`config.mk`:
```
export PLATFORM = sky130hd
export DESIGN_NAME = servant_wb_rr_arbiter
export DESIGN_NICKNAME = d
export VERILOG_FILES = /design/src/rtl/servant_wb_rr_arbiter.sv
export SDC_FILE = /design/constraint.sdc
export NUM_CORES = 1
export LEC_CHECK = 0
export CAP_MARGIN = 5
export CORE_AREA = 3 3 137 139
export DETAILED_ROUTE_END_ITERATION = 6
export DIE_AREA = 0 0 140 142
export GPL_ROUTABILITY_DRIVEN = 1
export PLACE_DENSITY = 0.61
export SLEW_MARGIN = 5
export SYNTH_ARGS = -nofsm -noshare
export SYNTH_HDL_FRONTEND = slang
export SYNTH_SLANG_ARGS = --single-unit
```
`constraint.sdc`:
```
create_clock -name i_clk -period 2.1 [get_ports i_clk]
set_clock_uncertainty 0.05 [all_clocks]
set_input_delay 0.42 -clock i_clk [delete_from_list [all_inputs] [get_ports i_clk]]
set_output_delay 0.42 -clock i_clk [all_outputs]
set_load 0.03 [all_outputs]
```
`src/rtl/servant_wb_rr_arbiter.sv`:
```
// Round-robin arbiter sharing one Wishbone slave port among NUM_MASTERS classic masters.
// One single-beat transfer per grant, with an optional no-ack timeout that returns an error.
module servant_wb_rr_arbiter #(
  parameter int unsigned NUM_MASTERS = 3,
  parameter int unsigned TIMEOUT     = 255,
  parameter int unsigned TO_WIDTH    = 8
) (
  input  logic                      i_clk,
  input  logic                      i_nrst,
  input  logic [NUM_MASTERS-1:0]    i_m_cyc,
  input  logic [NUM_MASTERS-1:0]    i_m_we,
  input  logic [NUM_MASTERS*32-1:0] i_m_adr,
  input  logic [NUM_MASTERS*32-1:0] i_m_dat,
  input  logic [NUM_MASTERS*4-1:0]  i_m_sel,
  output logic [31:0]               o_m_rdt,
  output logic [NUM_MASTERS-1:0]    o_m_ack,
  output logic [NUM_MASTERS-1:0]    o_m_err,
  output logic [NUM_MASTERS-1:0]    o_grant,
  output logic [31:0]               o_s_adr,
  output logic [31:0]               o_s_dat,
  output logic [3:0]                o_s_sel,
  output logic                      o_s_we,
  output logic                      o_s_cyc,
  input  logic [31:0]               i_s_rdt,
  input  logic                      i_s_ack
);

  localparam int unsigned IdxW = (NUM_MASTERS > 1) ? $clog2(NUM_MASTERS) : 1;
  localparam logic [IdxW-1:0] LastRst = IdxW'(NUM_MASTERS - 1);
  localparam logic [TO_WIDTH-1:0] ToLast = (TIMEOUT == 0) ? '0 : TO_WIDTH'(TIMEOUT - 1);

  typedef enum logic [0:0] {StIdle, StGrant} state_e;

  state_e                 state_q;
  logic [NUM_MASTERS-1:0] grant_q;
  logic [IdxW-1:0]        last_q;
  logic [IdxW-1:0]        gidx_q;
  logic [TO_WIDTH-1:0]    cnt_q;

  logic                   win_found;
  logic [IdxW-1:0]        win_idx;
  logic [NUM_MASTERS-1:0] win_oh;
  logic                   cyc_g;
  logic                   ack_hit;
  logic                   to_hit;

  // First requester after the last served master, wrapping around.
  always_comb begin
    int unsigned k;
    k         = 0;
    win_found = 1'b0;
    win_idx   = '0;
    for (int unsigned i = 1; i <= NUM_MASTERS; i++) begin
      k = (32'(last_q) + i) % NUM_MASTERS;
      if (!win_found && i_m_cyc[k]) begin
        win_found = 1'b1;
        win_idx   = IdxW'(k);
      end
    end
    win_oh = NUM_MASTERS'(win_found) << win_idx;
  end

  // grant_q is zero in IDLE, so the AND-OR mux drives all slave signals low there.
  always_comb begin
    o_s_adr = '0;
    o_s_dat = '0;
    o_s_sel = '0;
    for (int unsigned k = 0; k < NUM_MASTERS; k++) begin
      if (grant_q[k]) begin
        o_s_adr = o_s_adr | i_m_adr[k*32 +: 32];
        o_s_dat = o_s_dat | i_m_dat[k*32 +: 32];
        o_s_sel = o_s_sel | i_m_sel[k*4 +: 4];
      end
    end
  end

  assign cyc_g   = |(grant_q & i_m_cyc);
  assign o_s_cyc = cyc_g;
  assign o_s_we  = |(grant_q & i_m_we);
  assign o_grant = grant_q;

  assign ack_hit = (state_q == StGrant) && cyc_g && i_s_ack;
  assign to_hit  = (TIMEOUT != 0) && (state_q == StGrant) && cyc_g && !i_s_ack &&
                   (cnt_q == ToLast);

  assign o_m_ack = {NUM_MASTERS{ack_hit | to_hit}} & grant_q;
  assign o_m_err = {NUM_MASTERS{to_hit}} & grant_q;
  assign o_m_rdt = ack_hit ? i_s_rdt : '0;

  always_ff @(posedge i_clk or negedge i_nrst) begin
    if (!i_nrst) begin
      state_q <= StIdle;
      grant_q <= '0;
      last_q  <= LastRst;
      gidx_q  <= '0;
      cnt_q   <= '0;
    end else begin
      unique case (state_q)
        StIdle: begin
          cnt_q <= '0;
          if (win_found) begin
            state_q <= StGrant;
            grant_q <= win_oh;
            gidx_q  <= win_idx;
          end
        end
        StGrant: begin
          if (!cyc_g) begin
            // Master abandoned the cycle: no ack, priority left where it was.
            state_q <= StIdle;
            grant_q <= '0;
            cnt_q   <= '0;
          end else if (ack_hit || to_hit) begin
            state_q <= StIdle;
            grant_q <= '0;
            last_q  <= gidx_q;
            cnt_q   <= '0;
          end else begin
            cnt_q <= cnt_q + TO_WIDTH'(1);
          end
        end
        default: begin
          state_q <= StIdle;
          grant_q <= '0;
          cnt_q   <= '0;
        end
      endcase
    end
  end

endmodule

```
After elaboration in Yosys (flattened, before gate mapping). Index checks and enable logic that the tools add are counted. W data, S select, Z words.

Register bits after elaboration: 16. Word-level logic and storage cells: 79.

$add $sub $neg: 4. Div/mod/pow operators: 3. Order comparisons: 3. Eq/ne operators: 3. Shift-type cells: 1. Mux-type cells: 33. Bitwise operators: 12. Reduce and logical (&&, ||, !) cells: 15.

Operator list (number): $mux W32 (7); $or A32 B32 Y32 (4); $lt A32 B3 Y1 const B (3); $mod A32 B2 Y32 const B (3); $mux W8 (2); $pmux W8 S2 (1); $and A3 B3 Y3 (4); $mux W4 (3); $mux W1 (9); $mux W3 (3); $add A8 B1 Y8 const B (1); $eq A8 B8 Y1 const B (1); $or A4 B4 Y4 (2); $add A2 B2 Y3 const B (2); $bmux W1 S2 (3); $logic_and A1 B1 Y1 (6); $mux W2 (3); $pmux W3 S2 (1); $reduce_or A3 Y1 (2); $reduce_and A2 Y1 (2); $add A2 B1 Y3 const B (1); $logic_not A1 Y1 (3); $ne A3 B2 Y1 const B (1); $reduce_and A3 Y1 (1); other kinds (6) (6).

Logic depth before layout (Yosys ltp). Gate-level depths: netlist (run 1).

Depth in word-level cells: 14. Gate-level depth with buffers: 6. Gate-level depth less buffers: 6.

Worst setup path before layout (run 1). No wires, ideal clock.

Kind: register to output. Start point: register grant_q[1], in the netlist o_grant[1]. End point: output o_m_rdt[23]. Data arrival time: 1.551 ns. Required time: 1.630 ns. Path slack: 0.079 ns. Cell stages (with the launch flop): 5. Cells stage by stage: dfrtp_1 -> a222oi_1 -> nor2_2 -> clkbuf_1 -> and3_1.

Word-level cells in the longest chain between the ends: 5.

RTL lines: start: declaration (line 35) `logic [NUM_MASTERS-1:0] grant_q;`; start signal: assignment (line 103) `grant_q <= win_oh;`; $and A3 B3 Y3 (line 77) `assign cyc_g = |(grant_q & i_m_cyc);`; $reduce_or A3 Y1 (line 77); $logic_and A1 B1 Y1 (2 in a row) (line 82) `assign ack_hit = (state_q == StGrant) && cyc_g && i_s_ack;`; $mux W32 (line 88) `assign o_m_rdt = ack_hit ? i_s_rdt : '0;`; end: declaration (line 15) `output logic [31:0] o_m_rdt,`.

Every way passes these cells.

Worst setup path in the final report (run 1).
Start point: register grant_q[1], in the netlist o_grant[1]. End point: output o_m_rdt[8].

The elaborated chain is that of the path after synthesis.

==> impl_metrics.json, run 1 <==
{
  "cts_hold_buf": 0,
  "max_freq_ghz": 0.439,
  "layout_setup_ws_ps": -179,
  "synth.distinct_cells": 46,
  "slew_violations": 0,
  "io_pins": 356,
  "initial_core_util_pct": 13.0,
  "first_pass_iters": 7,
  "slew_headroom_pct": 69.0,
  "synth_edf_count": 0,
  "final_net_count": 966,
  "cts_tree": "built",
  "status": "complete, but fails checks",
  "n_antenna_cell": 0,
  "clock_sinks": 16,
  "core-area_um2": 17800,
  "setup_viol": 73,
  "reg2reg_depth": 8,
  "start_kind": "flop",
  "crit_path_end_kind": "output port",
  "htreeDepth": 1,
  "clk_path_buf_depth": 2,
  "cts_buffers": 3,
  "power_density_nw_per_um2": 1060,
  "period_minus_slack_ps": 2280,
  "port_buffers": 355,
  "via_per_inst": 4.62,
  "rsz0062_at_grt": "true",
  "drive_above_1_share_pct": 33.6,
  "stdcell_count": 943,
  "syn_avg_cell_area_um2": 7.47,
  "die_w_um": 140,
  "crit_path_end": "o_m_rdt[8]",
  "synth_area_leader_cell": "a222oi_1",
  "grt_max_degree": 44,
  "dp_hpwl_um": 14600,
  "hold_path.class": "in -> async",
  "grt_first_pass_wirelength_um": 26000,
  "r2r_slack_ps": 50,
  "grt_antenna_before_repair": 0,
  "stdcell_area_um2": 7400,
  "reg2reg_from": "o_grant[1]$_DFFE_PN0P_",
  "synthTopCellsByArea": "a222oi_1 (30%), dfrtp_1 (16%), inv_1 (13%), and3_1 (7.9%), clkbuf_1 (4.2%)",
  "synthToLayoutAreaGrowth_pct": 220,
  "die_h_um": 142,
  "synth_async_sr_flop_share_pct": 100,
  "dieArea_um2": 19900,
  "synthCells": 309,
  "critPathArrivalTime_ps": 1810,
  "worstPathMaxFanout": 8,
  "crit_type": "reg -> out",
  "num_vias": 4359,
  "wirelength_um": 20500,
  "violations": "DRC, setup timing",
  "netlist_area_um2": 2310,
  "cap_violations": 0,
  "place_inst": 899,
  "ys_seq_elements": 16,
  "drc": 1,
  "worst_slew_pin_slew_ps": 465,
  "path_clk_slew_ps": 50,
  "overflow": 0,
  "finalCritPeriodShare_pct": 109,
  "clock_latency_ps": 250,
  "cts-root-buf": "clkbuf_16",
  "antenna_left": 0,
  "yosys_warnings": 0,
  "routedWlPerCell_um": 21.8,
  "setup_tns_ps": -6400,
  "critPathLaunch": "o_grant[1]$_DFFE_PN0P_",
  "hold_ws_ps": 436,
  "vdd_drop_max_mv": 0.614,
  "hold_violations": 0,
  "gp_congestion": 0.823,
  "synth_seq_area_share_pct": 17.4,
  "synth-main-ff-cell": "dfrtp_1",
  "leakagePower_uw": 0.00350,
  "place_area_um2": 6190,
  "worstReg2RegEnd": "last_q[0]$_DFFE_PN0P_",
  "first_global_vias": 4156,
  "synthesis.nets": 560,
  "critical_path_required_ps": 1630,
  "drt_iter0_markers": 473,
  "fillCellCount": 1751,
  "yosysTopAreaCellShare_pct": 30.3,
  "grt_usage_pct": 16.8,
  "rows": 49,
  "power_uw": 7870
}
## stage by stage
step | utilization, % | worst slack [ps]
final | 41.6 | -179
after global routing | 41.6 | -268
after CTS | 37.9 | -166
after detailed placement | 34.8 | -707
after global placement | 34.8 | -665
after floorplan | - | 79.1
## layout make-up
type / count / area, µm² / area share (%)
Clock buffer: 4 / 88.8 / 1.20
Inverter: 77 / 289 / 3.91
Multi-Input combinational cell: 188 / 1680 / 22.8
Sequential cell: 16 / 405 / 5.48
Tap cell: 229 / 287 / 3.87
Timing Repair Buffer: 429 / 4650 / 62.8
## Yosys cell counts, types with 2 or more instances
cell / instances
xor2_1: 3
and3_2: 4
mux2_2: 2
and3b_1: 2
a222oi_1: 70
inv_1: 77
and2_1: 6
ha_1: 6
nand2_1: 8
and3_1: 29
nor3_1: 3
a31oi_1: 3
and2b_1: 2
nand3_1: 8
nor2_1: 12
buf_1: 3
clkbuf_1: 26
dfrtp_1: 15
xnor2_1: 3
## placed cells by master (no fill, tap or decap), types with 6 or more instances in the layout
cell type / Yosys / routed
ha_1: 6 / 6
nand2_1: 8 / 7
and3_1: 29 / 10
dfrtp_1: 15 / 12
inv_1: 77 / 73
clkdlybuf4s50_1: 0 / 240
clkbuf_16: 0 / 13
buf_12: 0 / 16
nand3_1: 8 / 8
nor2_1: 12 / 11
and2_4: 1 / 7
and3_4: 0 / 23
a222oi_1: 70 / 70
buf_4: 1 / 46
buf_6: 0 / 101
## repair_timing
| item | 4_1_cts | 5_1_grt |
|---|---|---|
| pin swaps | 52 | 60 |
| setup buffers | 19 | 21 |
| gates resized for setup | 103 | 73 |
| gates cloned | 4 | 12 |
| setup endpoints to repair | 77 | 90 |
## how the worst min path moves through the flow
stage | start | endpoint | slack (ps) | depth (start not counted)
6_report | i_nrst | cnt_q[7]$_DFF_PN0_ | 440 | 2
5_1_grt | i_nrst | cnt_q[7]$_DFF_PN0_ | 470 | 2
4_1_cts | cnt_q[0]$_DFF_PN0_ | cnt_q[0]$_DFF_PN0_ | 440 | 1
3_5_place_dp | cnt_q[0]$_DFF_PN0_ | cnt_q[0]$_DFF_PN0_ | 430 | 1
3_3_place_gp | cnt_q[0]$_DFF_PN0_ | cnt_q[0]$_DFF_PN0_ | 430 | 1
2_1_floorplan | i_nrst | cnt_q[0]$_DFF_PN0_ | 70 | 0
## state kept, by name, indices dropped and copies added (netlist names)
name	cells
last_q	2
state_q	1
cnt_q	8
o_grant	3
gidx_q	2
## power by group
group	leakage (µW)	switching, µW	total [µW]	internal [µW]
clock network	0.0000442	125	415	289
logic	0.00325	3630	6990	3360
registers	0.000206	72.4	465	392
total	0.00350	3820	7870	4040
## layer usage
layer | part of all wire, % | GRT usage, %
met5 | 0 | 0
met4 | 2.4 | 3.98
met3 | 8.7 | 4.13
met2 | 50 | 29.3
met1 | 39 | 20.9
## kinds of logic (layout without fill, tap and decap cells)
kind of cell / count (synthesis) / after routing / synth area share (%)
and+or+nand+nor: 86 / 88 / 22.0
muxes: 3 / 3 / 1.41
DFF: 16 / 16 / 17.4
AOI/OAI and AO/OA: 85 / 85 / 36.1
xor gates and xnor gates: 6 / 6 / 2.28
buffers and inverters: 107 / 510 / 17.6
adders and majority gates: 6 / 6 / 3.25
## worst max-delay path: stages, from the launching register on
cell and delay, ps:
dfrtp_2 470, a222oi_1 340, buf_4 220, buf_12 130, nor2_4 70, and3_4 210, buf_6 130
(Power assumes the default switching activity.)
==> run 2, diff against run 1 <==
--- a/config.mk
+++ b/config.mk
@@ -10,6 +10,7 @@
 export DETAILED_ROUTE_END_ITERATION = 6
 export DIE_AREA = 0 0 140 142
 export GPL_ROUTABILITY_DRIVEN = 1
+export MAX_ROUTING_LAYER = met4
 export PLACE_DENSITY = 0.61
 export SLEW_MARGIN = 5
 export SYNTH_ARGS = -nofsm -noshare
==> run 2 against run 1 <==
Against the previous run:
- the flow still finishes with violations (DRC, setup timing)
- clock power about the same
- first-iteration DRC count decreased by 12%
- critical path depth did not move
- sequential cell count stayed put
- sequential power is essentially flat
- total power about the same
- count of clock-buffer cells in the layout unchanged
- largest cell class unchanged
==> impl_metrics.json, run 2 (synthesized netlist as in run 1, its figures left out) <==
{
  "start_kind": "flop",
  "final_net_count": 966,
  "met1_usage_pct": 21.2,
  "die_w_um": 140,
  "vdd_drop_max_mv": 0.613,
  "num_vias": 4370,
  "cts-root-buf": "clkbuf_16",
  "slew_violations": 0,
  "use_met3_pct": 3.56,
  "rsz0062_at_grt": "true",
  "crit_path_end_kind": "output port",
  "antenna_left": 0,
  "htreeDepth": 1,
  "io_pins": 356,
  "hold_violations": 0,
  "initial_core_util_pct": 13.0,
  "drc": 6,
  "core-area_um2": 17800,
  "stdcell_area_um2": 7400,
  "first_pass_iters": 7,
  "layout_setup_ws_ps": -193,
  "leakagePower_uw": 0.00350,
  "grt_first_pass_wirelength_um": 25900,
  "place_area_um2": 6190,
  "via_per_inst": 4.63,
  "cap_violations": 0,
  "critPathArrivalTime_ps": 1820,
  "die_h_um": 142,
  "routedWlPerCell_um": 21.8,
  "period_minus_slack_ps": 2290,
  "busiest_layer": "met2",
  "grt_max_degree": 44,
  "n_antenna_cell": 0,
  "status": "complete, but fails checks",
  "drt_iter0_markers": 417,
  "violations": "DRC, setup timing",
  "most-common-layout-cells": "clkdlybuf4s50_1 (240), buf_6 (100), inv_1 (73)",
  "synthToLayoutAreaGrowth_pct": 220,
  "crit_type": "reg -> out",
  "max_freq_ghz": 0.436,
  "dieArea_um2": 19900,
  "gp_congestion": 0.840,
  "hold_ws_ps": 436,
  "grt_use_met2_pct": 29.5,
  "clock_sinks": 16,
  "overflow": 0,
  "setup_tns_ps": -6910,
  "mostFrequentLayoutCell": "clkdlybuf4s50_1",
  "dp_slack_ps": -707,
  "critical_path_required_ps": 1630,
  "finalCritPeriodShare_pct": 109,
  "wirelength_um": 20600,
  "setup_viol": 75,
  "clk_path_buf_depth": 2,
  "grt_usage_pct": 17.3,
  "cts_buffers": 3,
  "clock_latency_ps": 250,
  "port_buffers": 355,
  "worst_slew_pin_slew_ps": 465,
  "cts_hold_buf": 0,
  "power_density_nw_per_um2": 1060,
  "worstPathMaxFanout": 8,
  "drive_above_1_share_pct": 33.6,
  "largest_reg_flops": 8,
  "rows": 49,
  "regMostFlops": "cnt_q",
  "dp_hpwl_um": 14600,
  "hold_path.class": "in -> async",
  "cts_tree": "built",
  "slew_headroom_pct": 69.0,
  "grt_antenna_before_repair": 0,
  "utilization_pct": 41.6,
  "path_clk_slew_ps": 50,
  "first_global_vias": 4170
}
-- run 2: cell counts in the layout (fill, tap and decap cells not counted) --
No cell type changed its count.
-- run 2: what timing repair did --
action                                  CTS  global route
gates resized for setup                 103            72
cloned                                    4            12
buffers inserted                         19            21
pin swaps                                52            60
endpoints found under the setup margin   77            90
hold endpoints to repair                  0             0
-- run 2: path summary, 6_finish.rpt --
path	startpoint	to	slack [ps]	depth (start not counted)
worst max-delay path	o_grant[1]$_DFFE_PN0P_	o_m_rdt[29]	-190	6
worst max register to register	o_grant[1]$_DFFE_PN0P_	last_q[0]$_DFFE_PN0P_	40	8
worst min-delay path	i_nrst	cnt_q[7]$_DFF_PN0_	440	2
max in group asynchronous	i_nrst	last_q[1]$_DFFE_PN1P_	1300	2
worst min register to register	cnt_q[0]$_DFF_PN0_	cnt_q[0]$_DFF_PN0_	440	1
min in group i_clk	cnt_q[0]$_DFF_PN0_	cnt_q[0]$_DFF_PN0_	440	1
-- run 2: per-layer routing --
| layer | part of all wire, % | vias up |
|---|---|---|
| li1 | - | 2014 |
| met1 | 39 | 2054 |
| met2 | 50 | 283 |
| met3 | 8.1 | 19 |
| met4 | 2.4 | 0 |
| met5 | 0 | - |
-- run 2: power breakdown --
group          internal [µW]  switching, µW  leakage, µW
Sequential               392           72.5     0.000206
Combinational           3360           3630      0.00325
Clock                    289            126    0.0000442
Total                   4040           3830      0.00350
-- run 2: cell type report --
type	count	area, µm²
inverter	77	289
timing repair buffer	429	4640
clock buffer	4	88.8
tap	229	287
sequential	16	405
multi-input combinational	188	1680
fill	1753	10400
-- run 2: critical path: stages (launching register included) --
cell	delay, ps
dfrtp_2	470
a222oi_1	340
buf_4	220
buf_12	130
nor2_4	70
and3_4	210
buf_6	130
-- run 2: stage by stage --
| stage | power (µW) | instances |
|---|---|---|
| after floorplan | 3410 | 309 |
| after global placement | 6080 | 899 |
| after detailed placement | 6060 | 899 |
| after CTS | 6910 | 911 |
| after global routing | 8260 | 943 |
| final | 7870 | 943 |
==> run 3, diff against run 2 <==
--- a/config.mk
+++ b/config.mk
@@ -5,7 +5,7 @@
 export SDC_FILE = /design/constraint.sdc
 export NUM_CORES = 1
 export LEC_CHECK = 0
-export CAP_MARGIN = 5
+export CAP_MARGIN = 20
 export CORE_AREA = 3 3 137 139
 export DETAILED_ROUTE_END_ITERATION = 6
 export DIE_AREA = 0 0 140 142
==> results of run 3 <==
No change in the layout: final DEF, timing and power equal those of run 2.
